<file path="src/rtl/dmem_arbiter.sv">
// dmem_arbiter
//   Shares the single line-granular data-memory port between the instruction
//   cache refill path, the data cache refill/writeback path and the victim
//   cache writeback path. One requester is granted per transaction. The grant
//   is held until memory acknowledges the transaction, or until the data cache
//   kills its own request.
//
// Ports
//   clk, rst_n                   clock, asynchronous active-low reset
//   icache_req/addr/ack          icache line read (never a write)
//   dcache_req/wr/addr/wdata     dcache refill (wr=0) or writeback (wr=1)
//   dcache_kill, dcache_ack      dcache abort and completion
//   victim_req/addr/wdata/ack    victim line writeback (always a write)
//   mem_req/wr/addr/wdata        memory request, driven from registered values
//   mem_kill                     one-cycle abort of the outstanding request
//   mem_ack, mem_rdata (in)      memory completion and read line
//   mem_rdata_o                  read line broadcast to every requester
//   busy_o                       a transaction is outstanding
module dmem_arbiter #(
    parameter int ADDR_WIDTH = 32,
    parameter int LINE_WIDTH = 128
) (
    input  logic                  clk,
    input  logic                  rst_n,
    input  logic                  icache_req_i,
    input  logic [ADDR_WIDTH-1:0] icache_addr_i,
    output logic                  icache_ack_o,
    input  logic                  dcache_req_i,
    input  logic                  dcache_wr_i,
    input  logic [ADDR_WIDTH-1:0] dcache_addr_i,
    input  logic [LINE_WIDTH-1:0] dcache_wdata_i,
    input  logic                  dcache_kill_i,
    output logic                  dcache_ack_o,
    input  logic                  victim_req_i,
    input  logic [ADDR_WIDTH-1:0] victim_addr_i,
    input  logic [LINE_WIDTH-1:0] victim_wdata_i,
    output logic                  victim_ack_o,
    output logic                  mem_req_o,
    output logic                  mem_wr_o,
    output logic [ADDR_WIDTH-1:0] mem_addr_o,
    output logic [LINE_WIDTH-1:0] mem_wdata_o,
    output logic                  mem_kill_o,
    input  logic                  mem_ack_i,
    input  logic [LINE_WIDTH-1:0] mem_rdata_i,
    output logic [LINE_WIDTH-1:0] mem_rdata_o,
    output logic                  busy_o
);

    localparam logic [0:0] ARB_IDLE = 1'b0;
    localparam logic [0:0] ARB_BUSY = 1'b1;

    localparam logic [1:0] GNT_NONE   = 2'd0;
    localparam logic [1:0] GNT_ICACHE = 2'd1;
    localparam logic [1:0] GNT_DCACHE = 2'd2;
    localparam logic [1:0] GNT_VICTIM = 2'd3;

    logic [0:0]            state;
    logic [1:0]            grant;
    logic [1:0]            rr_last;
    logic                  wr_q;
    logic [ADDR_WIDTH-1:0] addr_q;
    logic [LINE_WIDTH-1:0] wdata_q;

    logic                  dcache_eligible;
    logic [1:0]            winner;
    logic                  sel_wr;
    logic [ADDR_WIDTH-1:0] sel_addr;
    logic [LINE_WIDTH-1:0] sel_wdata;
    logic                  busy;
    logic                  ack;
    logic                  kill;

    // A dcache request that is being killed in the same cycle is not a
    // candidate, so a kill can never start a transaction.
    assign dcache_eligible = dcache_req_i & ~dcache_kill_i;

    // Victim has fixed top priority; icache/dcache share round-robin where
    // the requester that did not win last time takes a tie.
    always_comb begin
        winner = GNT_NONE;
        if (victim_req_i) begin
            winner = GNT_VICTIM;
        end else if (icache_req_i && dcache_eligible) begin
            winner = (rr_last == GNT_ICACHE) ? GNT_DCACHE : GNT_ICACHE;
        end else if (icache_req_i) begin
            winner = GNT_ICACHE;
        end else if (dcache_eligible) begin
            winner = GNT_DCACHE;
        end
    end

    always_comb begin
        sel_wr    = 1'b0;
        sel_addr  = '0;
        sel_wdata = '0;
        case (winner)
            GNT_VICTIM: begin
                sel_wr    = 1'b1;
                sel_addr  = victim_addr_i;
                sel_wdata = victim_wdata_i;
            end
            GNT_DCACHE: begin
                sel_wr    = dcache_wr_i;
                sel_addr  = dcache_addr_i;
                sel_wdata = dcache_wdata_i;
            end
            GNT_ICACHE: begin
                sel_addr  = icache_addr_i;
            end
            default: ;
        endcase
    end

    assign busy = (state == ARB_BUSY);
    assign ack  = busy & mem_ack_i;
    // An ack in the same cycle beats a kill: the transaction already finished.
    assign kill = busy & (grant == GNT_DCACHE) & dcache_kill_i & ~mem_ack_i;

    always_ff @(posedge clk or negedge rst_n) begin
        if (!rst_n) begin
            state   <= ARB_IDLE;
            grant   <= GNT_NONE;
            rr_last <= GNT_ICACHE;
            wr_q    <= 1'b0;
            addr_q  <= '0;
            wdata_q <= '0;
        end else if (state == ARB_IDLE) begin
            if (winner != GNT_NONE) begin
                state   <= ARB_BUSY;
                grant   <= winner;
                wr_q    <= sel_wr;
                addr_q  <= sel_addr;
                wdata_q <= sel_wdata;
                // Victim grants leave the icache/dcache rotation untouched.
                if (winner != GNT_VICTIM) begin
                    rr_last <= winner;
                end
            end
        end else begin
            if (ack || kill) begin
                state <= ARB_IDLE;
                grant <= GNT_NONE;
            end
        end
    end

    assign busy_o       = busy;
    assign mem_req_o    = busy & ~kill;
    assign mem_wr_o     = busy & wr_q;
    assign mem_addr_o   = busy ? addr_q : '0;
    assign mem_wdata_o  = busy ? wdata_q : '0;
    assign mem_kill_o   = kill;
    assign icache_ack_o = ack & (grant == GNT_ICACHE);
    assign dcache_ack_o = ack & (grant == GNT_DCACHE);
    assign victim_ack_o = ack & (grant == GNT_VICTIM);
    assign mem_rdata_o  = mem_rdata_i;

endmodule
</file>
<file path="config.mk">
export PLATFORM = sky130hd
export DESIGN_NAME = dmem_arbiter
export DESIGN_NICKNAME = d
export VERILOG_FILES = /design/src/rtl/dmem_arbiter.sv
export SDC_FILE = /design/constraint.sdc
export NUM_CORES = 1
export LEC_CHECK = 0
export CORE_AREA = 2 2 304 306
export DETAILED_ROUTE_END_ITERATION = 10
export DIE_AREA = 0 0 306 308
export PLACE_DENSITY = 0.44
export SETUP_SLACK_MARGIN = 0.3
export SLEW_MARGIN = 15
export SYNTH_ARGS = -nofsm -noshare
export SYNTH_HDL_FRONTEND = slang
export SYNTH_SLANG_ARGS = --single-unit
</file>
<file path="constraint.sdc">
create_clock -name clk -period 2.1 [get_ports clk]
set_input_delay 0.42 -clock clk [delete_from_list [all_inputs] [get_ports clk]]
set_output_delay 0.42 -clock clk [all_outputs]
set_load 0.02 [all_outputs]
</file>
# After elaboration in Yosys (flattened, before gate mapping)
# Index checks and enable logic that the tools add are counted.
# totals
ff_bits	166
wordCells	52
in_bits	488
output_inout_bits	295
# classes
bitwise	14
n_mux	16
reduce_logical	7
n_eq_ne	9
# ops
cell	n
$pmux W128 S2	1
$mux W128	1
$pmux W32 S3	1
$mux W32	1
$mux W2	8
$and A1 B1 Y1	10
$eq A2 B2 Y1 const B	4
$eq A2 B1 Y1 const B	3
$not A1 Y1	4
$reduce_and A2 Y1	2
$reduce_bool A2 Y1	2
$mux W1	3
$reduce_and A3 Y1	1
$ne A2 B1 Y1 const B	1
$ne A2 B2 Y1 const B	1
$pmux W1 S2	1
$logic_and A1 B1 Y1	1
$logic_or A1 B1 Y1	1

# Logic depth before layout (Yosys ltp)
# logic_depth
word_depth	9
ltp_mapped	8
depth_no_buf	4

# Worst setup path before layout
# No wires, ideal clock.
# synth_path
path_type	register to output
from	reg state (netlist: busy_o)
to	out mem_req_o
required_time_ns	1.680
n_path_buf	1
arrival_time_ns	1.587
setup_slack_ns	0.093
path_stages_with_launch	5
cell_sequence	dfrtp_1 buf_2 nand3b_1 nor3_1 nor2b_1
# synth_via
elab_chain_cells	5
# synth_lines
item	line	source
start: declaration	57	logic [0:0] state;
start signal: assignment	121	state <= ARB_IDLE;
start signal: assignment	129	state <= ARB_BUSY;
start signal: assignment	141	state <= ARB_IDLE;
$and A1 B1 Y1 (3 in a row)	117	assign kill = busy & (grant == GNT_DCACHE) & dcache_kill_i & ~mem_ack_i;
via mem_kill_o	42	output logic mem_kill_o,
$not A1 Y1	148	assign mem_req_o = busy & ~kill;
$and A1 B1 Y1	148	
end: declaration	38	output logic mem_req_o,
# The timed path passes the listed nets, and every way through them passes these cells.

# Worst setup path after layout
# layout_path
from	reg state (netlist: busy_o)
to	out mem_wdata_o[36]
# layout_via
elab_chain_cells	1
# layout_lines
item	line	source
$mux W128	151	assign mem_wdata_o = busy ? wdata_q : '0;
end: declaration	41	output logic [LINE_WIDTH-1:0] mem_wdata_o,
# Every way passes these cells.

==> impl_metrics.ini <==
[synthesis]
ys_seq_elements = 166
synth.distinct_cells = 29
synth.cell_area_um2 = 9958
yosys_warnings = 0
syn_inst = 1240
synth_area_leaders = dfrtp_1 41%, a21oi_1 15%, and2_1 10%
syn_area_per_cell_um2 = 8.031
yosys.area.top_type = dfrtp_1
synth_fp_nets = 1728
synth.top_cell.area_share_pct = 41.46
seq_area_frac_synth_pct = 41.73

[layout]
num-fill-cells = 9799
antennaDiodeCount = 0
syn_to_final_growth_pct = 106.5
final_util_pct = 22.61
instances_no_fill = 2906
layout.nets = 2195
drive_gt1_share_pct = 51.86

[hold_path]
min_to = rr_last[0]
min_path_cells = 3
holdCritPathClass = in2reg
hp-start = victim_req_i

[flow_run]
drv_cap = 0

[worst_setup_path]
timing.rr.end = wdata_q[70]
required_ps = 1680
r2r_cells = 10
worstPathMaxFanout = 42
end_kind = output pin
r2r_setup_slack_ps = -20
crit_type = reg2out
worstSetupStartpointType = flip-flop
timing.critical_path.arrival_ps = 1850
r2r_start = busy_o

[grt]
overflow = 0
antenna_found_initial = 1
grt_pass1_wl_mm = 75.81
grt_pass1_vias = 11360
grt_max_degree = 75
grt_usage_pct = 10.99

[detailed_routing]
wl_per_cell_um = 20.82
drt_iter0_drc = 620
routed_wl_mm = 60.51
ant_nets = 0
via_per_inst = 3.861
vias = 11220
drt_pass1_iterations = 5
drc_errors = 0

[clocking]
clock-sinks = 166
cts_tree = done
htreeDepth = 4
insertion_delay_ps = 510
cts_buffers = 17
clk_pin_slew_worst_paths_ps = 90
cts.path.max_buffers = 2
root_buffer = clkbuf_16

[sta]
fmax_ghz = 0.4407
fin_crit_sh_pct = 108.0
setup_ws_ps = -168.9
fin_crit_ps = 2269
drv_slew = 0
rsz0062_at_grt = yes
worst_slew_pin_slew_ps = 533.0
finalSetupTns_ps = -15260
finalSetupViolations = 173
hold_violations = 0
slew_headroom_pct = 64.47
skew_ps = 27.67

[floorplan]
start_util_pct = 10.95
row_count = 111
die_area_um2 = 94250
chipHeight_um = 308
io_pins = 783
die_width_um = 306
core_um2 = 90970

[outcome]
violations = setup timing
status = finished, violations left

[placed_design]
place_inst = 2805
portBuffers = 526
place.gp.congestion = 0.8225
dp_hpwl_mm = 37.25

[power]
p_leak_nw = 7.714
power_per_cell_area_nw_per_um2 = 1441
ir_worst_vdd_v = 0.0006801
==> final cells by class <==
cell class | count | area [um^2] | share of cell area [%]
Sequential cell | 166 | 4159 | 20.23
Tap cell | 1186 | 1484 | 7.216
Multi-Input combinational cell | 836 | 6704 | 32.60
Timing Repair Buffer | 684 | 7624 | 37.07
Clock buffer | 21 | 460.4 | 2.239
Clock inverter | 11 | 122.6 | 0.5963
Inverter | 2 | 10.01 | 0.04868
==> Yosys cell counts (all sizes together) <==
cell    number
a32oi        1
nor3         2
a22o         1
buf        173
o31ai        1
nor2b        1
nor2       165
nand3b       1
clkbuf      63
a221oi      32
o21ai        5
a211oi       1
nand2b       4
o31a         1
inv          2
a21o         1
dfrtp      165
dfstp        1
and2       161
a21oi      291
nand3      130
nand2       37
o211a        1
==> cells by family after synthesis <==
group,synth area share (%)
AND/OR/NAND/NOR,24.83
AO/OA/AOI/OAI,18.48
buffers and inverters,14.96
flip-flops,41.73
==> registers in the layout, summed over array words and instances, names as in the netlist <==
name     cells
wdata_q    128
addr_q      32
grant        2
rr_last      2
busy_o       1
wr_q         1
==> worst max-delay path, stage by stage, from the launching register on <==
cell and delay, ps:
dfrtp_4 540, buf_4 170, buf_16 160, and2_4 220, buf_4 160
==> worst max path at each step <==
stage / startpoint / end / slack, ps / depth (start not counted)
finish: busy_o / mem_wdata_o[36] / -170 / 4
global placement: mem_ack_i / icache_ack_o / -330 / 5
detailed placement: mem_ack_i / mem_kill_o / -300 / 4
global route: busy_o / mem_wdata_o[47] / -230 / 5
CTS: busy_o / mem_wdata_o[57] / -250 / 4
floorplan: busy_o / mem_req_o / 340 / 4
==> through the flow <==
step	total power (W)	hold slack [ps]	instance area (um^2)	setup WS, ps
final	0.02962	263.5	20560	-168.9
after global routing	0.03125	255.1	20560	-233.5
after CTS	0.02293	211.7	16920	-246.9
after detailed placement	0.01849	452.4	16250	-299.3
after global placement	0.01841	447.4	16250	-329.6
after floorplan	0.01241	124.4	9971	337.7
==> per-layer routing <==
metal | up-vias | wire, um | track usage, %
met4 | 0 | 2426 | 5.304
met3 | 134 | 3810 | 3.188
met2 | 463 | 29500 | 18.14
met5 | - | 0 | 0
li1 | 5034 | - | -
met1 | 5589 | 24770 | 13.07
==> report_power, final <==
part / leakage, nW / internal [W] / total, W / switching, W
sequential: 1.92 / 0.00485 / 0.00658 / 0.00173
combinational: 5.51 / 0.0102 / 0.0197 / 0.00950
clock: 0.276 / 0.00181 / 0.00338 / 0.00157
==> timing repair <==
item	in CTS	in global routing
cloned	13	27
endpoints found under the hold margin	34	0
buffers inserted	10	18
gates resized for setup	765	815
endpoints found under the setup margin	254	331
hold buffers	1	0
pin swaps	3	6
==> placed cells by master (no fill, tap or decap), drive strengths merged, types with 2 or more instances in the layout <==
cell type      netlist  layout
bufinv               0       2
nand3              130     130
buf                173     301
nand2               37      37
clkinv               0       3
clkbuf              63      44
inv                  2       4
nor2               165     165
clkdlybuf4s50        0     357
clkinvlp             0       4
dfrtp              165     165
a221oi              32      32
o21ai                5       5
and2               161     161
bufbuf               0       2
nand2b               4       4
nor3                 2       2
a21oi              291     291
No activity file was read; power rests on OpenSTA's default activity.
